==> src/rtl/alu_cmd_sequencer.sv <==
// Command FIFO and issue sequencer in front of ALU_16bit.
// One command in flight; results handed off with valid/ready.
module alu_cmd_sequencer #(
  parameter int FIFO_DEPTH  = 4,
  parameter int ALU_LATENCY = 1
) (
  input  logic        clk,
  input  logic        reset,
  input  logic        cmd_valid,
  output logic        cmd_ready,
  input  logic [15:0] cmd_a,
  input  logic [15:0] cmd_b,
  input  logic [1:0]  cmd_sel,
  output logic [15:0] alu_a,
  output logic [15:0] alu_b,
  output logic [1:0]  alu_sel,
  input  logic [31:0] alu_out,
  input  logic [1:0]  alu_selected_op,
  output logic        res_valid,
  input  logic        res_ready,
  output logic [31:0] res_data,
  output logic [1:0]  res_sel,
  output logic        res_err,
  output logic        busy,
  output logic [4:0]  fifo_count
);

  localparam int PW = (FIFO_DEPTH > 1) ? $clog2(FIFO_DEPTH) : 1;

  typedef enum logic [1:0] {
    IDLE,
    WAIT,
    HOLD
  } state_t;

  state_t        state;
  logic [33:0]   mem [FIFO_DEPTH];
  logic [PW-1:0] wr_ptr;
  logic [PW-1:0] rd_ptr;
  logic [4:0]    count;
  logic [4:0]    count_nxt;
  logic [2:0]    cnt;
  logic [1:0]    iss_sel;
  logic          push;
  logic          pop;

  assign push = cmd_valid & cmd_ready;
  assign pop  = (state == IDLE) && (count != 5'd0);

  always_comb begin
    count_nxt = count;
    if (push && !pop)
      count_nxt = count + 5'd1;
    else if (!push && pop)
      count_nxt = count - 5'd1;
  end

  always_ff @(posedge clk) begin
    if (push)
      mem[wr_ptr] <= {cmd_sel, cmd_b, cmd_a};
  end

  always_ff @(posedge clk) begin
    if (reset) begin
      state     <= IDLE;
      wr_ptr    <= '0;
      rd_ptr    <= '0;
      count     <= '0;
      cmd_ready <= 1'b0;
      cnt       <= '0;
      iss_sel   <= '0;
      alu_a     <= '0;
      alu_b     <= '0;
      alu_sel   <= '0;
      res_valid <= 1'b0;
      res_data  <= '0;
      res_sel   <= '0;
      res_err   <= 1'b0;
    end else begin
      count     <= count_nxt;
      // Registered so ready rises one edge after reset drops
      cmd_ready <= (count_nxt != 5'(FIFO_DEPTH));
      if (push)
        wr_ptr <= wr_ptr + PW'(1);
      if (pop)
        rd_ptr <= rd_ptr + PW'(1);
      unique case (state)
        IDLE: begin
          if (pop) begin
            {alu_sel, alu_b, alu_a} <= mem[rd_ptr];
            iss_sel <= mem[rd_ptr][33:32];
            cnt     <= 3'(ALU_LATENCY);
            state   <= WAIT;
          end
        end
        WAIT: begin
          if (cnt == 3'd0) begin
            res_data  <= alu_out;
            res_sel   <= iss_sel;
            res_err   <= (alu_selected_op != iss_sel);
            res_valid <= 1'b1;
            state     <= HOLD;
          end else begin
            cnt <= cnt - 3'd1;
          end
        end
        HOLD: begin
          if (res_ready) begin
            res_valid <= 1'b0;
            state     <= IDLE;
          end
        end
        default: state <= IDLE;
      endcase
    end
  end

  assign busy       = (count != 5'd0) || (state != IDLE);
  assign fifo_count = count;

endmodule

==> config.mk <==
export PLATFORM = sky130hd
export DESIGN_NAME = alu_cmd_sequencer
export DESIGN_NICKNAME = d
export VERILOG_FILES = /design/src/rtl/alu_cmd_sequencer.sv
export SDC_FILE = /design/constraint.sdc
export NUM_CORES = 1
export LEC_CHECK = 0
export BUFFER_PORTS_ARGS = -buffer_cell sky130_fd_sc_hd__buf_2
export CAP_MARGIN = 25
export CORE_UTILIZATION = 55
export CTS_BUF_LIST = sky130_fd_sc_hd__clkbuf_16
export CTS_CLUSTER_SIZE = 12
export DETAILED_ROUTE_END_ITERATION = 7
export GPL_TIMING_DRIVEN = 0
export PLACE_DENSITY = 0.83
export SLEW_MARGIN = 40
export SYNTH_ARGS = -nofsm -noshare
export SYNTH_HDL_FRONTEND = slang
export SYNTH_SLANG_ARGS = --single-unit
==> constraint.sdc <==
create_clock -name clk -period 2.2 [get_ports clk]
set_clock_uncertainty 0.15 [all_clocks]
set_input_delay 0.55 -clock clk [delete_from_list [all_inputs] [get_ports clk]]
set_output_delay 0.55 -clock clk [all_outputs]
set_load 0.01 [all_outputs]
==> summary.txt <==
Run status
  – Status: completed

Clock network
  – CTS H-Tree Depth: 1
  – Skew-Pair Late Insertion Delay: 0.51 ns
  – CTS max path bufs: 3
  – Clock Tree Root: clkbuf_16
  – Clk sinks: 221
  – TritonCTS Buffers: 23
  – Hold_buf cts: 0
  – CTS tree: yes
  – Reg clk slew, reported paths: 0.06 ns

Drt
  – Routed Antenna Nets: 0
  – Post-route DRC violation count: 0
  – Vias/cell: 5.53
  – WL met2: 9110 µm
  – Drt wl/cell: about 19 µm
  – Highest Signal Layer: met5
  – M1 WL: 7020 µm
  – First-pass DRT Iterations: 4
  – Drt initial violations: 256
  – Routed vias: about 5300
  – Routed wire length: 17900 µm
  – WL met3: 1320 µm

Critical path
  – Worst Setup EP: busy
  – Crit Reg-Reg Endpoint: alu_a[4]
  – Worst endpoint required time: 1.50 ns
  – Worst setup path startpoint: fifo_count[0]
  – R2r startpoint: fifo_count[1]
  – Flop2flop setup slack: approximately 0.16 ns
  – Max FO, Critical Path: 5
  – Crit. End Element: output port
  – WS Path Type: flop to output port
  – Critical path arrival: 1.47 ns
  – CP startpoint kind: flop
  – R2R cell count: 9

Yosys
  – XOR/XNOR share of the synthesized area: less than 1%
  – Synthesized instance count: 586
  – Synth Warn #: 0
  – Post-synth EDFFs: 136
  – Adder-Cell Fraction of Synth Area: 1.47%
  – Cell Area, Synth: 0.00823 mm²
  – Top FF cell, synth: edfxtp_1
  – Synth top area share: 49.6%
  – Post-Synth Simple-Gate Area: 9.77%
  – Synth area leader: edfxtp_1
  – Proportion of synthesized area in mux cells: 9.30%
  – Seq/Total Area, Yosys: 70.3%
  – Cells taking the most area after synthesis: edfxtp_1 50%, dfxtp_1 21%, mux4_2 9.3%
  – Largest family of logic cells by synthesized area: simple AND/OR/NAND/NOR gates
  – Asr flop ratio synth: 0%
  – Yosys reg bits: 221
  – Yosys cell types: 42
  – Syn avg cell area: 14.0 µm²
  – Synth Area in Compound Gates: ~5.6%
  – Post-Syn Nets: 666

Run
  – # Max-Cap Violations: 0

Die
  – Die area: 0.0155 mm²
  – I/O pin cnt: 149
  – FP Rows: 44
  – Effective utilization at floorplan: between 50% and 60%
  – Core area: 0.0146 mm²
  – Die width: 124 µm
  – Die Y: 124 µm

Timing
  – Maximum clock rate: 0.461 GHz
  – Setup repair after global routing missed its margin: yes
  – Least-Margin Pin Slew: 0.746 ns
  – Slew HR: between 50% and 60%
  – Setup violations, final: 0
  – Tmin final: between 2 and 2.5 ns
  – Slew Limit Fails: 0
  – Period utilization: 98.6%
  – Final Hold Vio Count: 0

Final layout
  – Diodes inserted: 0
  – Share of cells above drive strength 1: 32.5%
  – Final std cells w/o fill: between 900 and 1000
  – Nets@finish: ~840
  – Area grow syn2layout: 21.7%

Global routing
  – GRT Resource Usage Total: 23.1%
  – Initial antenna violation count: 1
  – Vias in the first global route: 5326
  – First-pass GRT wire length: between 20000 and 30000 µm
  – Pin count of the biggest net entering global routing: 19
  – GRT overflow: 0

Power
  – Lkg Pwr: 3.82 nW
  – Overall power: between 0.01 and 0.015 W
  – PwrDens: ~1300 mW/mm²
  – Max VDD drop: 0.780 mV

Min path
  – Hold WC Path Type: input port to flop

Placed design
  – Port bufs: around 150
  – GP Congestion: 0.903
  – Hpwl dp: about 12000 µm
  – Placed cell count: 920
-- worst min-delay path by stage --
stage,cells after the start,slack (ns),start,to
2_1_floorplan,2,0.32,wr_ptr[1],wr_ptr[1]
3_3_place_gp,2,0.29,res_data[18],res_data[18]
3_5_place_dp,2,0.29,res_data[26],res_data[26]
4_1_cts,1,0.09,cmd_a[15],mem[2][15]
5_1_grt,1,0.09,cmd_a[15],mem[2][15]
6_report,1,0.11,cmd_b[7],mem[3][23]
-- Yosys cell counts (2+ instances only) --
| cell type | n |
|---|---|
| a31oi_1 | 3 |
| or4_1 | 2 |
| or2_2 | 2 |
| dfxtp_1 | 85 |
| mux4_2 | 34 |
| xnor2_1 | 5 |
| ha_1 | 8 |
| buf_4 | 6 |
| nand2_1 | 143 |
| buf_2 | 8 |
| nor3_1 | 3 |
| xor2_1 | 4 |
| inv_1 | 6 |
| a21oi_1 | 75 |
| buf_6 | 4 |
| edfxtp_1 | 136 |
| clkbuf_1 | 15 |
| nor2_1 | 15 |
| and3_1 | 6 |
| nand2b_1 | 2 |
| nand3_1 | 3 |
-- layer usage --
layer / GRT usage [%] / vias up
met4: 6.95 / 2
met1: 27.5 / 2566
met3: 5.37 / 36
met2: 41.4 / 241
li1: - / 2482
met5: 0 / -
-- worst max-delay path, cell delays in order (launching register included) --
cell and delay [ns]:
dfxtp_4 0.36, inv_4 0.07, ha_4 0.13, nor4b_4 0.20, nand2_1 0.07, buf_2 0.14
-- sequential cells by signal, indices dropped and copies added (netlist names) --
name        flops
alu_a          16
cmd_ready       1
wr_ptr          2
rd_ptr          2
fifo_count      5
iss_sel         2
res_data       32
state           2
res_sel         2
cnt             3
res_valid       1
res_err         1
alu_b          16
mem           136
-- stage by stage --
| step | setup TNS, ns | hold WS (ns) | area, µm² | setup slack, ns | util (%) |
|---|---|---|---|---|---|
| global placement | -82.66 | 0.289 | 9190 | -0.613 | 63.0 |
| CTS | -0.0600 | 0.0863 | 9980 | -0.0600 | 68.4 |
| finish | 0 | 0.105 | 10000 | 0.0299 | 68.7 |
| detailed placement | 0 | 0.295 | 9320 | 0.0410 | 63.9 |
| floorplan | 0 | 0.319 | 8230 | 0.0682 | - |
| global route | -0.0185 | 0.0889 | 10000 | -0.0185 | 68.7 |
-- cells in the final DEF (no fill, tap or decap), drive strengths merged, types with 3 or more instances in the layout --
| master | instances |
|---|---|
| nor2 | 16 |
| a21oi | 75 |
| buf | 172 |
| xnor2 | 5 |
| or2 | 3 |
| mux4 | 34 |
| and3 | 6 |
| clkbuf | 38 |
| nor3 | 4 |
| dfxtp | 85 |
| a31oi | 3 |
| edfxtp | 136 |
| inv | 18 |
| clkinv | 5 |
| nand2 | 143 |
| ha | 8 |
| xor2 | 4 |
| nand3 | 3 |
-- cells by family after synthesis --
group,count (synthesis)
buffers and inverters,40
multiplexers,34
XOR/XNOR,9
flip-flops,221
AND/OR/NAND/NOR,188
adder cells (fa/ha/maj),10
AO/OA/AOI/OAI,84
-- power by group --
part           switching, W  internal (W)
Combinational       0.00250       0.00185
Sequential         0.000408       0.00509
Clock               0.00146       0.00188
-- repair_timing --
item	4_1_cts	5_1_grt
buffers inserted	1	2
resized for setup	3	10
endpoints found under the setup margin	1	18
pin swaps	0	1
-- area by class of cell --
| type | count | area [µm²] |
|---|---|---|
| flip-flops and latches | 221 | 5790 |
| repair buffers | 153 | 863 |
| clock buffers | 23 | 576 |
| well taps | 184 | 230 |
| clock inverters | 17 | 72.6 |
| plain buffers | 34 | 193 |
| inverters | 6 | 27.5 |
| fillers | 995 | 4570 |
| multi-input cells | 325 | 2270 |
Note: power is estimated with default switching activity, not from simulation.
